### config.mk
export PLATFORM = sky130hd
export DESIGN_NAME = rec_seq_gen_flat
export DESIGN_NICKNAME = d
export VERILOG_FILES = /design/src/rtl/rec_seq_gen_pkg.sv /design/src/rtl/rec_seq_gen_if.sv /design/src/rtl/rec_seq_gen_sum_tree.sv /design/src/rtl/rec_seq_gen.sv /design/src/flat_wrapper.sv
export SDC_FILE = /design/constraint.sdc
export NUM_CORES = 1
export LEC_CHECK = 0
export BUFFER_PORTS_ARGS = -buffer_cell sky130_fd_sc_hd__buf_4
export CAP_MARGIN = 40
export CORE_MARGIN = 4
export CORE_UTILIZATION = 40
export CTS_CLUSTER_DIAMETER = 30
export DETAILED_ROUTE_END_ITERATION = 12
export RECOVER_POWER = 25
export SYNTH_ARGS = -nofsm -noshare
export SYNTH_HDL_FRONTEND = slang
export SYNTH_SLANG_ARGS = --single-unit
### constraint.sdc
create_clock -name clk -period 7.91 [get_ports clk]
set_input_delay 1.582 -clock clk [delete_from_list [all_inputs] [get_ports clk]]
set_output_delay 1.582 -clock clk [all_outputs]
set_load 0.02 [all_outputs]
### src/rtl/rec_seq_gen_pkg.sv
// Shared types and elaboration helpers for the order-K recurrence generator.
package rec_seq_pkg;

  typedef enum logic [1:0] {
    IDLE,
    RUN,
    FIN
  } state_t;

  localparam int ORDER_MIN = 2;
  localparam int ORDER_MAX = 8;

  function automatic bit order_ok(input int k);
    return (k >= ORDER_MIN) && (k <= ORDER_MAX);
  endfunction

  function automatic int sum_w(input int w, input int k);
    return w + $clog2(k);
  endfunction

endpackage

### src/rtl/rec_seq_gen_if.sv
// Valid/ready term link carrying one recurrence term plus end-of-run flag.
interface rec_seq_gen_if #(
  parameter int WIDTH = 32
);

  logic             valid;
  logic             ready;
  logic [WIDTH-1:0] data;
  logic             last;

  modport master (
    output valid,
    output data,
    output last,
    input  ready
  );

  modport slave (
    input  valid,
    input  data,
    input  last,
    output ready
  );

endinterface

### src/rtl/rec_seq_gen_sum_tree.sv
// Combinational unsigned sum of the K window terms, widened so
// no carry is lost.
module rec_sum_tree
  import rec_seq_pkg::*;
#(
  parameter int WIDTH = 32,
  parameter int ORDER = 2,
  parameter int SUM_W = sum_w(WIDTH, ORDER)
) (
  input  logic [ORDER-1:0][WIDTH-1:0] terms,
  output logic [SUM_W-1:0]            sum
);

  always_comb begin
    sum = '0;
    for (int i = 0; i < ORDER; i++) begin
      sum = sum + SUM_W'(terms[i]);
    end
  end

endmodule

### src/rtl/rec_seq_gen.sv
// Order-K linear recurrence term generator on a valid/ready link.
// Optional REC_SEQ_OVF_HALT_EN: end the run before any wrapped term.
module rec_seq_gen
  import rec_seq_pkg::*;
#(
  parameter int WIDTH = 32,
  parameter int ORDER = 2,
  parameter int CNT_W = 16
) (
  input  logic                   clk,
  input  logic                   rst,
  input  logic                   start,
  input  logic                   abort,
  input  logic [ORDER*WIDTH-1:0] seed_i,
  input  logic [CNT_W-1:0]       len_i,
  rec_seq_gen_if.master          out,
  output logic                   busy,
  output logic                   done,
  output logic                   ovf
);

  localparam int SUM_W = sum_w(WIDTH, ORDER);

  if (!order_ok(ORDER)) begin : g_order_chk
    $error("rec_seq_gen: ORDER must be in 2..8");
  end

  state_t                      state;
  logic [ORDER-1:0][WIDTH-1:0] w;
  logic [ORDER-1:0]            ovf_w;
  logic [CNT_W-1:0]            rem;
  logic [SUM_W-1:0]            sum;
  logic                        hs;
  logic                        new_ovf;
  logic                        ovf_hit;

  rec_sum_tree #(
    .WIDTH (WIDTH),
    .ORDER (ORDER),
    .SUM_W (SUM_W)
  ) u_sum (
    .terms (w),
    .sum   (sum)
  );

  // taint sticks to every term derived from a wrapped one
  assign new_ovf = (|sum[SUM_W-1:WIDTH]) | (|ovf_w);

  assign hs        = out.valid & out.ready;
  assign out.valid = (state == RUN);
  assign out.data  = w[0];
  assign busy      = (state == RUN);
  assign done      = (state == FIN);

`ifdef REC_SEQ_OVF_HALT_EN
  assign out.last = (rem == CNT_W'(1)) | ovf_w[1];
  assign ovf_hit  = ovf_w[1];
`else
  assign out.last = (rem == CNT_W'(1));
  assign ovf_hit  = ovf_w[0];
`endif

  always_ff @(posedge clk or posedge rst) begin
    if (rst) begin
      state <= IDLE;
      w     <= '0;
      ovf_w <= '0;
      rem   <= '0;
      ovf   <= 1'b0;
    end else begin
      unique case (state)
        IDLE: begin
          if (start) begin
            w     <= seed_i;
            ovf_w <= '0;
            rem   <= len_i;
            ovf   <= 1'b0;
            state <= (len_i == '0) ? FIN : RUN;
          end
        end
        RUN: begin
          if (hs) begin
            for (int i = 0; i < ORDER-1; i++) begin
              w[i]     <= w[i+1];
              ovf_w[i] <= ovf_w[i+1];
            end
            w[ORDER-1]     <= sum[WIDTH-1:0];
            ovf_w[ORDER-1] <= new_ovf;
            rem            <= rem - CNT_W'(1);
            if (ovf_hit) ovf <= 1'b1;
          end
          // abort beats a simultaneous final handshake
          if (abort) state <= IDLE;
          else if (hs && out.last) state <= FIN;
        end
        FIN:     state <= IDLE;
        default: state <= IDLE;
      endcase
    end
  end

endmodule

### src/flat_wrapper.sv
// flat-port wrapper written by rule: the top's interface ports become plain ports
module rec_seq_gen_flat import rec_seq_pkg::*;
#(
  parameter int WIDTH = 32,
  parameter int ORDER = 2,
  parameter int CNT_W = 16
)
  (clk, rst, start, abort, seed_i, len_i, busy, done, ovf, out_valid, out_data, out_last, out_ready);
  rec_seq_gen_if #(.WIDTH(WIDTH)) out_i ();
  input  logic clk;
  input  logic rst;
  input  logic start;
  input  logic abort;
  input  logic [ORDER*WIDTH-1:0] seed_i;
  input  logic [CNT_W-1:0] len_i;
  output logic busy;
  output logic done;
  output logic ovf;
  output wire logic [$bits(out_i.valid)-1:0] out_valid;
  output wire logic [$bits(out_i.data)-1:0] out_data;
  output wire logic [$bits(out_i.last)-1:0] out_last;
  input wire logic [$bits(out_i.ready)-1:0] out_ready;
  assign out_valid = out_i.valid;
  assign out_data = out_i.data;
  assign out_last = out_i.last;
  assign out_i.ready = out_ready;
  rec_seq_gen #(.WIDTH(WIDTH), .ORDER(ORDER), .CNT_W(CNT_W)) u_core (.clk(clk), .rst(rst), .start(start), .abort(abort), .seed_i(seed_i), .len_i(len_i), .out(out_i), .busy(busy), .done(done), .ovf(ovf));
endmodule
==> metrics.md <==
| Metric | Value |
|---|---|
| Sum Neg Setup Slack | `0 ns` |
| Die width | `about 130 microns` |
| Post-Syn Area per Cell | `8.37 sq um` |
| Antenna-violating nets left | `0` |
| GPL Wtd Cong | `~0.91` |
| Design area | `roughly 0.0068 sq mm` |
| R2R Path End | `u_core.w[60]` |
| Avg WL per Cell | `between 15 and 20 microns` |
| Seq/Total Area, Yosys | `between 30% and 40%` |
| Layout cells sized above 1 | `between 10% and 20%` |
| DP Area | `between 0.006 and 0.007 sq mm` |
| Post-CTS setup repair buffer count | `0` |
| Vias in the first global route | `between 5k and 6k` |
| Distinct cells, synth | `between 60 and 70` |
| # DRC | `0` |
| Synth warn | `0` |
| First-pass GRT wire length | `~26000 microns` |
| P_leak | `approximately 3.1 nW` |
| Initial antenna violation count | `0` |
| Worst VDD drop | `approximately 170 uV` |
| Outcome | `completed` |
| Most frequent cell after synthesis | `nand2_1` |
| Number of synthesized flops with an enable pin | `0` |
| Vias/cell | `roughly 5.6` |
| Storage cell area | `approximately 0.0021 sq mm` |
| Worst-path clk slew | `0.06 ns` |
| Final Hold Vio Count | `0` |
| Minimum clock period | `around 3.8 ns` |
| Worst reg2reg startpoint | `u_core.out.data[0]` |
| Die area | `approximately 0.016 sq mm` |
| Yosys top cell by area | `dfrtp_1` |
| Starting Density | `between 40% and 50%` |
| Die Ht | `~130 microns` |
| Net count reported at finish | `879` |
| PD cells | `~400 mW/mm^2` |
| CTS tree | `yes` |
| CTS sink cnt | `85` |
| Synthesized Nets | `809` |
| DR iter-0 viols | `326` |
| Post-Place Setup Slack | `around 4.4 ns` |
| Synthesized area | `between 0.005 and 0.006 sq mm` |
| Flop-to-flop setup slack | `between 4 and 5 ns` |
| Hold path depth | `1` |
| DPL Wire Length | `11400 microns` |
| Synth area leaders | `dfrtp_1, nand2_1, ha_1` |
| Top cells by count, synth | `nand2_1, dfrtp_1, nor2_1, a21oi_1, o21ai_0` |
| Setup-failing EPs final | `0` |
| Min-delay worst type | `reg -> reg` |
| Crit path kind | `reg -> out` |
| Normalized max-slew margin | `between 15 and 20%` |
| FMAX | `about 0.27 GHz` |
| Top_reg_cell synth | `dfrtp_1` |
| Vias | `approximately 5.3k` |
| Top-area cell type share of the netlist area | `around 37%` |
| Ys async rst share | `100%` |
| Worst Path Arrival | `around 2.2 ns` |
| FP Rows | `43` |
| Non-Filler Instances | `roughly 940` |
| DR pass1 iterations | `5` |
| Fill cell count | `1374` |
| Placed instance count | `between 900 and 1k` |
| Hold_buf cts | `0` |
| Largest net degree at the start of global routing | `60` |
| Worst setup SP type | `register` |
| Fin. max-slew vios | `0` |
| Yosys reg bits | `85` |
| IO buf count | `121` |
| Mapped Cells | `slightly below 700` |
| Worst-Skew Late Latency | `0.35 ns` |
| Num CTS Buffers | `9` |
| Layout area overhead | `17.8%` |
| CP endpoint kind | `primary output` |
| Hold path start | `u_core.state[1]` |
| PnR worst setup slack | `between 4 and 5 ns` |
| Post-cts gate resize count | `0` |
| Clock root buffer | `clkbuf_16` |
| Clock tree buffer depth | `2` |
| Unrepaired setup endpoints after global routing | `no` |
| Grt total ovfl | `0` |
| Core Area | `about 0.014 sq mm` |
| FF-to-FF path depth | `11` |
| Ant diodes | `0` |
| Period utilisation layout | `47.7%` |
| Total track usage | `20.1%` |
| Worst-path maximum fanout | `7` |
| Required time worst endpoint | `between 6 and 7 ns` |
| WL final | `15900 microns` |
| H-tree depth | `3` |
| MaxCap Viol Count | `0` |
| Measured slew at the worst slew-check pin | `roughly 1.2 ns` |
| Clk_skew | `approximately 0.0056 ns` |
| Footprint of the multi-input gates | `0.00317 sq mm` |
| Worst setup path start | `u_core.rem[8]` |
| Ports | `122` |
| Hold Path End | `u_core.state[1]` |
cell type report:
class	count	area share, %
inverters	15	0.848
clock buffers	11	3.72
well taps	180	3.32
repair buffers	129	13.3
multi-input cells	519	46.7
clock inverters	4	0.700
flip-flops and latches	85	31.3
metal layers:
| layer | wire length [microns] | track usage (%) | share of wire (%) |
|---|---|---|---|
| met2 | 7550 | 33.7 | 47 |
| met1 | 7150 | 26.4 | 45 |
| met3 | 935 | 3.42 | 5.9 |
| met4 | 281 | 6.24 | 1.8 |
| met5 | 0 | 0 | 0 |
critical path, cell delays in order, from the launching register on:
cell      delay (ns)
dfrtp_1         0.44
nor4_1          0.47
nand2b_1        0.17
or3_1           0.40
nor2_1          0.19
buf_4           0.17
cells by family (layout without fill, tap and decap cells):
group,count (synthesis),after routing,synth area share [%]
adders and majority gates,35,35,7.73
muxes,1,1,0.174
DFF,85,85,36.9
AOI/OAI and AO/OA,218,218,24.7
buffers and inverters,85,159,8.25
and+or+nand+nor,241,241,18.6
xor gates and xnor gates,24,24,3.65
stage by stage:
step	total power, mW	hold slack [ns]	utilization (%)
floorplan	1.99	0.431	-
global placement	2.28	0.449	46.7
detailed placement	2.32	0.465	47.0
CTS	2.78	0.474	49.2
global route	2.98	0.504	48.5
finish	2.73	0.483	48.5
power by group:
group          internal [mW]  switching, mW  leakage (nW)
registers              0.600          0.155          1.03
logic                  0.636          0.905          1.93
clock network          0.259          0.174         0.147
state kept, by name, indices dropped and copies added (netlist names):
register         count
u_core.w            32
u_core.ovf           1
u_core.state         2
u_core.out.data     32
u_core.rem          16
u_core.ovf_w         2
how the worst max path moves through the flow:
stage	end	slack (ns)	depth (start not counted)
2_1_floorplan	u_core.out.data[0]	4.13	1
3_3_place_gp	u_core.rem[2]	4.11	7
3_5_place_dp	u_core.rem[12]	4.41	7
4_1_cts	out_last	4.12	5
5_1_grt	out_last	3.93	5
6_report	out_last	4.14	5
placed cells by master, fill, tap and decap left out, types with 7 or more instances in the layout:
| master | instances |
|---|---|
| nand2_1 | 125 |
| buf_4 | 102 |
| dfrtp_1 | 85 |
| nor2_1 | 53 |
| a21oi_1 | 53 |
| o21ai_0 | 50 |
| ha_1 | 34 |
| a22oi_1 | 33 |
| clkbuf_1 | 24 |
| xnor2_1 | 18 |
| a31oi_1 | 17 |
| inv_1 | 13 |
| a21o_1 | 13 |
| nand3_1 | 13 |
| clkbuf_16 | 9 |
| nor4_1 | 8 |
| nor3_1 | 7 |
| nand4_1 | 7 |
Note: power is estimated with default switching activity, not from simulation.
